--- src/rtl/operand_collector_8_pkg.sv ---
// Shared definitions for the operand collector: slot geometry, index/count
// widths and the collector FSM state encoding.
package operand_collector_8_pkg;

    // Default half-operand width; each operand is twice this wide.
    localparam int unsigned P_WIDTH_DEFAULT = 6;

    // Number of operand slots in one group and the widths that follow from it.
    localparam int unsigned SLOT_COUNT = 8;
    localparam int unsigned IDX_W      = 3;
    localparam int unsigned CNT_W      = 4;

    // Headroom bits needed to sum SLOT_COUNT operands without overflow.
    localparam int unsigned SUM_GROWTH = 3;

    typedef enum logic {
        COLLECT = 1'b0,
        HOLD    = 1'b1
    } state_t;

    // Full operand width for a given half-width parameter.
    function automatic int unsigned operand_width(input int unsigned half_width);
        return 2 * half_width;
    endfunction

endpackage

--- src/rtl/operand_collector_8_adder.sv ---
// adder_8in: unsigned eight-input adder with full-precision result.
//
// Ports:
//   i_a .. i_h : 2*p_width-bit unsigned addends
//   o_sum      : 2*p_width+3-bit unsigned sum (cannot overflow)
//
// Purely combinational; the caller is responsible for feeding it from
// registers if a registered-source sum is required.
module adder_8in
    import operand_collector_8_pkg::*;
#(
    parameter int unsigned p_width = P_WIDTH_DEFAULT
) (
    input  logic [2*p_width-1:0] i_a,
    input  logic [2*p_width-1:0] i_b,
    input  logic [2*p_width-1:0] i_c,
    input  logic [2*p_width-1:0] i_d,
    input  logic [2*p_width-1:0] i_e,
    input  logic [2*p_width-1:0] i_f,
    input  logic [2*p_width-1:0] i_g,
    input  logic [2*p_width-1:0] i_h,
    output logic [2*p_width+2:0] o_sum
);

    localparam int unsigned OP_W = operand_width(p_width);

    // Balanced tree: each level gains exactly one bit of headroom.
    logic [OP_W:0]   sum_ab;
    logic [OP_W:0]   sum_cd;
    logic [OP_W:0]   sum_ef;
    logic [OP_W:0]   sum_gh;
    logic [OP_W+1:0] sum_abcd;
    logic [OP_W+1:0] sum_efgh;

    always_comb begin
        sum_ab   = {1'b0, i_a} + {1'b0, i_b};
        sum_cd   = {1'b0, i_c} + {1'b0, i_d};
        sum_ef   = {1'b0, i_e} + {1'b0, i_f};
        sum_gh   = {1'b0, i_g} + {1'b0, i_h};
        sum_abcd = {1'b0, sum_ab} + {1'b0, sum_cd};
        sum_efgh = {1'b0, sum_ef} + {1'b0, sum_gh};
        o_sum    = {1'b0, sum_abcd} + {1'b0, sum_efgh};
    end

endmodule

--- src/rtl/operand_collector_8.sv ---
// operand_collector_8: gathers up to eight unsigned operands into a group
// and presents them, with their count and total, to a downstream consumer.
//
// Ports:
//   i_clk   : clock, all state on rising edge
//   i_rst   : synchronous active-high reset
//   i_valid : upstream operand valid
//   o_ready : operand accepted this cycle (COLLECT only)
//   i_data  : operand value, 2*p_width bits
//   i_last  : closes a short group (qualified by i_valid)
//   o_valid : collected group available (HOLD only)
//   i_ready : downstream consumes the group
//   o_ops   : eight slots packed, slot 0 at LSBs
//   o_cnt   : operands in the group, 1..8
//   o_sum   : full-precision sum of all slots
//
// A group closes on the eighth operand or on i_last; it is then held
// until consumed, with no operand accepted in the meantime.
module operand_collector_8
    import operand_collector_8_pkg::*;
#(
    parameter int unsigned p_width = P_WIDTH_DEFAULT
) (
    input  logic                 i_clk,
    input  logic                 i_rst,
    input  logic                 i_valid,
    output logic                 o_ready,
    input  logic [2*p_width-1:0] i_data,
    input  logic                 i_last,
    output logic                 o_valid,
    input  logic                 i_ready,
    output logic [16*p_width-1:0] o_ops,
    output logic [CNT_W-1:0]     o_cnt,
    output logic [2*p_width+2:0] o_sum
);

    localparam int unsigned OP_W = operand_width(p_width);

    state_t              state;
    state_t              state_next;
    logic [IDX_W-1:0]    idx;
    logic [CNT_W-1:0]    cnt;
    logic [OP_W-1:0]     slots [SLOT_COUNT];
    logic                xfer;
    logic                close;
    logic                release_grp;

    assign xfer        = i_valid && o_ready;
    assign close       = xfer && ((idx == IDX_W'(SLOT_COUNT - 1)) || i_last);
    assign release_grp = (state == HOLD) && i_ready;

    always_comb begin
        state_next = state;
        o_ready    = 1'b0;
        o_valid    = 1'b0;
        case (state)
            COLLECT: begin
                // Gated by reset so nothing is accepted during the reset cycle.
                o_ready = !i_rst;
                if (close) begin
                    state_next = HOLD;
                end
            end
            HOLD: begin
                o_valid = 1'b1;
                if (i_ready) begin
                    state_next = COLLECT;
                end
            end
            default: state_next = COLLECT;
        endcase
    end

    always_ff @(posedge i_clk) begin
        if (i_rst) begin
            state <= COLLECT;
            idx   <= '0;
            cnt   <= '0;
            for (int unsigned i = 0; i < SLOT_COUNT; i++) begin
                slots[i] <= '0;
            end
        end else begin
            state <= state_next;
            if (release_grp) begin
                // Clearing here keeps unfilled slots of the next short group at zero.
                idx <= '0;
                cnt <= '0;
                for (int unsigned i = 0; i < SLOT_COUNT; i++) begin
                    slots[i] <= '0;
                end
            end else if (xfer) begin
                slots[idx] <= i_data;
                idx        <= idx + IDX_W'(1);
                if (close) begin
                    cnt <= CNT_W'(idx) + CNT_W'(1);
                end
            end
        end
    end

    always_comb begin
        o_ops = '0;
        for (int unsigned i = 0; i < SLOT_COUNT; i++) begin
            o_ops[i*OP_W +: OP_W] = slots[i];
        end
    end

    assign o_cnt = cnt;

    adder_8in #(
        .p_width(p_width)
    ) u_adder (
        .i_a  (slots[0]),
        .i_b  (slots[1]),
        .i_c  (slots[2]),
        .i_d  (slots[3]),
        .i_e  (slots[4]),
        .i_f  (slots[5]),
        .i_g  (slots[6]),
        .i_h  (slots[7]),
        .o_sum(o_sum)
    );

endmodule

--- config.mk ---
export PLATFORM = sky130hd
export DESIGN_NAME = operand_collector_8
export DESIGN_NICKNAME = d
export VERILOG_FILES = /design/src/rtl/operand_collector_8_pkg.sv /design/src/rtl/operand_collector_8_adder.sv /design/src/rtl/operand_collector_8.sv
export SDC_FILE = /design/constraint.sdc
export NUM_CORES = 1
export LEC_CHECK = 0
export ABC_AREA = 1
export BUFFER_PORTS_ARGS = -buffer_cell sky130_fd_sc_hd__clkbuf_2
export CORE_ASPECT_RATIO = 0.8
export CORE_UTILIZATION = 51
export DETAILED_ROUTE_END_ITERATION = 6
export PLACE_DENSITY = 0.75
export SYNTH_ARGS = -nofsm -noshare
export SYNTH_HDL_FRONTEND = slang
export SYNTH_SLANG_ARGS = --single-unit
export TNS_END_PERCENT = 30
--- constraint.sdc ---
create_clock -name i_clk -period 8.9 [get_ports i_clk]
set_input_delay 1.78 -clock i_clk [delete_from_list [all_inputs] [get_ports i_clk]]
set_output_delay 1.78 -clock i_clk [all_outputs]
set_load 0.1 [all_outputs]
# After elaboration in Yosys (flattened, before gate mapping)
# Memories as Yosys holds them, arrays and structs flattened.
# Index checks and enable logic that the tools add are counted.
# Widths: inputs -> output; s select.
# word_totals
output_inout_bits	117
n_memories	1
input_bits	17
word_cells	56
latch_bits	0
mem_bits_ro	0
register_bits	8
ramBits	96
# op_classes
add_sub_neg	9
reduce_logical	8
magnitude_cmp	0
n_bitwise	9
n_eq_ne	1
shift	0
n_mux	25
div	0
n_mul	0
# mem_list
name	depth	word_bits	rd	rd_clocked_by_memory_dff	write_ports	line	rtl
slots	8	12	8	0	8	operand_collector_8.sv:43	logic [OP_W-1:0] slots [SLOT_COUNT];
# ops
operator	n
$mux 12	9
$add 12x12->13	4
$add 13x13->14	2
$add 14x14->15	1
$mux 1	14
$reduce_or 12->1	1
$or 1x1->1	8
$add 3x1->4 const B	1
$add 3x1->3 const B	1
$eq 3x3->1 const B	1
$logic_and 1x1->1	3
$mux 3	1
$pmux 1 s2	1
$reduce_and 2->1	1
$reduce_or 2->1	1
$logic_not 1->1	1
$logic_or 1x1->1	1
$not 1->1	1

# Longest topological paths before layout
# Gate-level depths: netlist of run 1.
# logic_depth
ltp_word	9
ltp_mapped	17
mapped_depth_nobuf	17

# By module
# Synthesis of run 1 repeated with hierarchy kept, for this count alone.
# hier_totals
cells_unflattened	641
area_unflattened_um2	6502.5
# modules_own_cells
module	area_each_um2	seq_area_each_um2	cells_per_inst	n_inst
operand_collector_8	3801.1	3042.9	283	1
adder_8in	2701.3	0.0	358	1

# Least setup slack after synthesis of run 1
# Ideal clock, no wire load.
# synth_path
path_kind	register to output
from	memory slots[2][2] (netlist name)
to	output o_sum[8]
path_slack_ps	1405
arrival_time_ps	5715
path_stages_with_launch	16
path_buffers	0
required_ps	7120
cell_sequence	edfxtp_1 > inv_1 > fa_1 > inv_1 > fa_1 > fa_1 > inv_1 > fa_1 > inv_1 > ha_1 > fa_1 > nand3_1 > nand3_1 > nand2_1 > nand2_1 > xor2_1
# synth_lines
item	line	rtl
from (decl)	operand_collector_8.sv:43	
to (decl)	operand_collector_8.sv:34	output logic [2*p_width+2:0] o_sum

==> qor.txt, run 1 <==
Crit Path Class: flop to primary output
reg2reg setup slack: 6.55 ns
post-DR wirelength/cell: 16.5 µm
startpoint types: flop
Critical Path Fanout Max: 3
site row count: 36
I/O Buffers: 133
setup tns final: 0 ns
die span in y: 103 µm
nature of the critical path endpoint: primary output
ANT cells: 0
worst r2r src: state$_SDFF_PP0_
Worst EP required: 7.12 ns
Post-route DRC: 0
clk sinks: 104
CORE AREA: 12300 µm²
clock slew seen by the registers of the worst setup and hold paths: 0.07 ns
Distinct cells, synth: 22
Hold Vio Cnt, Final: 0
Via density: 4.81
Clock Skews: 0.00595 ns
RSZ-0062 raised after global routing: false
post-synthesis sequential area ratio: 46.7%
nets@finish: 875
leading area contributor after synthesis: edfxtp_1
H-tree levels: 3
Placer Congestion: 0.906
DR iter-0 viols: 246
Post-CTS Setup Bufs: 0
Hold Path End: o_cnt[3]$_SDFFE_PP0P_
fmax: 155 MHz
final worst-path cycle share: 72.3%
final critical-path required period: 6.43 ns
vias in the first global route: 4596
die area: 13200 µm²
top cells by instance count after synthesis: 204 x inv_1, 112 x nor2_1, 96 x edfxtp_1
Critical R2R Capture: slots[5][3]$_SDFFCE_PN0P_
Async SR Flop Fraction: 0%
worst relative slew slack: 46.1%
Synth Instances: 634
CTS tree: built
Ports: 134
area grow syn2layout: 17.3%
GRT Residual Overflow: 0
Antenna Nets Post-Route: 0
Post-CTS Resized: 0
Syn Area/Cell: 10.3 µm²
Ys Warns: 0
worst r2r path cells: 5
fillers: 1039
area of the mapped netlist: 6510 µm²
first-pass GRT wire length: 23.7 mm
worst slew pin tran: 0.806 ns
CTS root buffer: clkbuf_16
Initial Utilization: 52.9%
EDFF count, synth: 96
final wirelength: 15.6 mm
CTS buffer count: 9
max_cap viols: 0
largest net degree at the start of global routing: 17
CTS Buffer Depth: 2
Synth area leaders: edfxtp_1 44%, fa_1 22%, inv_1 12%, nor2_1 6.5%, nand2_1 4.1%
endpoints failing setup: 0
dpl cell area: 7300 µm²
Worst Hold Class: flop to flop
Die X-Extent: 128 µm
DP HPWL: 11.9 mm
#FFs+latches synth: 104
cell with the most instances after synthesis: inv_1
initial antenna violation count: 0
post-synth top area share: 44.3%
CP arrival: 4.65 ns
post-route cell area: 7640 µm²
hold path depth: 2
Total Routing Usage GR: 24.7%
top_reg_cell synth: edfxtp_1
share of cells above drive strength 1: 20.0%
Hold-fix buffers, CTS: 0
hold_sp: o_cnt[3]$_SDFFE_PP0P_
outcome: complete, no violations
via count: 4551
clk_lat worst skew: 0.34 ns
Pre-antenna DRT Iters: 4
max-slew violations: 0
synthesized net count: 739
==> worst max-delay path, stage by stage (launching register included) <==
cell and delay, ns:
edfxtp_1 0.34, inv_1 0.06, fa_1 0.53, inv_1 0.05, fa_1 0.50, fa_1 0.54
inv_1 0.05, fa_1 0.53, inv_1 0.04, ha_1 0.23, fa_1 0.44, nand3_1 0.11
nand3_1 0.14, nand2_1 0.09, nand2_1 0.06, xor2_1 0.13, clkbuf_2 0.47
==> kinds of logic after synthesis <==
| group | count (synthesis) | synth area share [%] |
|---|---|---|
| buffers and inverters | 213 | 13.2 |
| and+or+nand+nor | 205 | 12.6 |
| DFF | 104 | 46.7 |
| adders and majority gates | 88 | 25.1 |
| AOI/OAI and AO/OA | 18 | 1.54 |
| xor gates and xnor gates | 6 | 0.807 |
==> layer usage <==
metal	global-route usage [%]	up-vias	part of all wire, %
li1	-	2128	-
met1	33.6	2232	43
met3	4.57	20	6.4
met4	7.51	0	1.5
met5	0	-	0
met2	41.0	171	49
==> registers in the layout (all words and copies together), names as in the netlist <==
register / count
idx: 3
o_cnt: 4
state: 1
slots: 96
==> how the worst max path moves through the flow <==
stage / from / end / slack (ns)
after floorplan: slots[2][2]$_SDFFCE_PN0P_ / o_sum[8] / 1.40
after global placement: slots[2][2]$_SDFFCE_PN0P_ / o_sum[8] / 2.87
after detailed placement: slots[2][2]$_SDFFCE_PN0P_ / o_sum[8] / 2.81
after CTS: slots[2][2]$_SDFFCE_PN0P_ / o_sum[8] / 2.44
after global routing: slots[2][9]$_SDFFCE_PN0P_ / o_sum[11] / 2.22
final: slots[2][2]$_SDFFCE_PN0P_ / o_sum[8] / 2.47
==> layout make-up <==
cell class | count | area [µm²] | share of cell area, %
repair buffers | 133 | 666 | 8.71
clock inverters | 4 | 75.1 | 0.983
inverters | 205 | 769 | 10.1
clock buffers | 12 | 267 | 3.49
well taps | 171 | 214 | 2.80
flip-flops and latches | 104 | 3040 | 39.8
multi-input cells | 317 | 2610 | 34.1
==> cells in the final DEF (no fill, tap or decap), drive strengths merged <==
cell type    n
inv        204
clkbuf     145
nor2       115
edfxtp      96
nand2       72
fa          71
ha          17
nand3       11
o21ai        9
a21oi        8
dfxtp        8
xor2         6
nand4        4
nor3         2
clkinvlp     2
bufinv       2
and2         1
clkinv       1
o31ai        1
==> metrics by stage <==
stage | setup WS [ns] | std cells | hold slack [ns] | utilization (%)
2_1_floorplan | 1.40 | 634 | 0.488 | -
4_1_cts | 2.44 | 946 | 0.467 | 62.1
3_3_place_gp | 2.87 | 930 | 0.452 | 59.3
6_report | 2.47 | 946 | 0.463 | 62.1
5_1_grt | 2.22 | 946 | 0.490 | 62.1
3_5_place_dp | 2.81 | 930 | 0.457 | 59.3
Power of run 1 is left out: the tool's default activity adds up to more than one toggle a clock period on the data nets, which glitch-free logic cannot reach.
==> inputs of run 2 (changes only) <==
Clock period 8.9 ns to 6.1 ns, I/O delays scaled along.
==> run 2 against run 1 <==
Compared with the run above:
- core utilization decreased by 0.071 points
- final area shrank 0.11%
- non-clock buffer count did not move
- global-route usage down 0.39 points
- critical path type unchanged
==> qor.txt, run 2 (same netlist as run 1, synthesis figures left out) <==
outcome: complete, no violations
worst slew pin tran: 0.762 ns
number of flip-flops in the largest register: 96
Worst Hold Class: flop to flop
CTS tree: built
endpoints failing setup: 0
Post-CTS Setup Bufs: 0
DR iter-0 viols: 311
Worst path most repeated cell: fa_1
setup tns final: 0 ns
clock slew seen by the registers of the worst setup and hold paths: 0.07 ns
I/O Buffers: 133
Crit Path Class: flop to primary output
fmax: 170 MHz
Setup crit end: o_sum[10]
startpoint types: flop
commonest non-fill, non-tap cells in the layout: 204 x inv_1, 128 x clkbuf_2, 112 x nor2_1, 96 x edfxtp_1
Clock Skews: 0.00564 ns
Setup crit start: slots[2][2]$_SDFFCE_PN0P_
final wirelength: 15.4 mm
worst r2r path cells: 5
reg2reg setup slack: 3.76 ns
Hold Vio Cnt, Final: 0
via count: 4589
RSZ-0062 raised after global routing: false
max_cap viols: 0
share of cells above drive strength 1: 20.6%
final worst-path cycle share: 96.2%
Die X-Extent: 128 µm
H-tree levels: 3
GRT Residual Overflow: 0
largest net degree at the start of global routing: 17
Critical R2R Capture: slots[4][0]$_SDFFCE_PN0P_
CORE AREA: 12300 µm²
DP HPWL: 11.8 mm
critical path's largest stage delay: 0.54 ns
first-pass GRT wire length: 23.2 mm
CTS root buffer: clkbuf_16
ANT cells: 0
hold_sp: o_cnt[3]$_SDFFE_PP0P_
commonest non-fill, non-tap cell in the layout: inv_1
clk sinks: 104
Total Routing Usage GR: 24.3%
Ports: 134
CTS buffer count: 9
Via density: 4.85
max-slew violations: 0
Antenna Nets Post-Route: 0
Critical Path Fanout Max: 3
nets@finish: 875
CTS Buffer Depth: 2
area grow syn2layout: 17.2%
CP max-delay cell: fa_1
Pre-antenna DRT Iters: 5
site row count: 36
final critical-path required period: 5.87 ns
worst r2r src: state$_SDFF_PP0_
Biggest register: slots
die area: 13200 µm²
post-DR wirelength/cell: 16.3 µm
Initial Utilization: 52.9%
Cell Chain, Critical Path: inv_1 -> fa_1 -> inv_1 -> fa_1 -> fa_1 -> inv_1 -> fa_1 -> inv_1 -> ha_1 -> fa_1 -> nand3_1 -> nand3_2 -> nand4_1 -> nand3_1 -> nand2_1 -> buf_2
die span in y: 103 µm
Placer Congestion: 0.908
CP arrival: 4.65 ns
nature of the critical path endpoint: primary output
clk_lat worst skew: 0.34 ns
Worst EP required: 4.88 ns
initial antenna violation count: 0
Post-route DRC: 0
worst relative slew slack: 49.1%
hold path depth: 2
vias in the first global route: 4540
==> run 2: changes by cell type in the layout (fill, tap and decap cells not counted), sizes merged <==
cell	before	now
buf	0	5
clkbuf	145	140
clkinv	1	5
bufinv	2	0
clkinvlp	2	0
==> run 2: metrics by stage <==
stage,worst slack [ns],hold slack (ns),std cells,utilization (%),area [µm²]
after floorplan,-0.517,0.488,634,-,6560
after global placement,0.592,0.453,930,59.8,7350
after detailed placement,0.523,0.461,930,59.8,7350
after CTS,0.158,0.478,946,62.0,7630
after global routing,0.00744,0.511,946,62.0,7630
final,0.230,0.474,946,62.0,7630
==> run 2: layout make-up <==
cell class | count | area (µm²)
fill | 1025 | 4670
sequential | 104 | 3040
multi-input combinational | 317 | 2660
inverter | 205 | 769
timing repair buffer | 133 | 668
clock buffer | 12 | 256
tap | 171 | 214
clock inverter | 4 | 20.0
==> run 2: worst min-delay path by stage <==
stage	endpoint	slack, ns
floorplan	idx[1]$_SDFFE_PP0P_	0.49
finish	o_cnt[3]$_SDFFE_PP0P_	0.47
detailed placement	o_cnt[3]$_SDFFE_PP0P_	0.46
global placement	o_cnt[3]$_SDFFE_PP0P_	0.45
global route	o_cnt[3]$_SDFFE_PP0P_	0.51
CTS	o_cnt[3]$_SDFFE_PP0P_	0.48
==> run 2: worst max-delay path: cells and delay by family, from the launching register on <==
family                     cells  cell delay (ns)
adders and majority gates      6             2.79
buffers and inverters          5             0.62
and+or+nand+nor                5             0.54
DFF                            1             0.35
==> run 2: routing by layer <==
layer  vias up  GRT usage, %  routed length, µm
met2       182          42.0               7760
met5         -             0                  0
li1       2130             -                  -
met4         0          8.87                182
met1      2260          30.7               6340
met3        17          5.14               1140
==> run 2: what timing repair did <==
action,in CTS,in global routing
hold endpoints to repair,0,0
hold buffers,0,0
resized for setup,0,4
setup endpoints to repair,0,4
Power of run 2 is left out for the same reason.
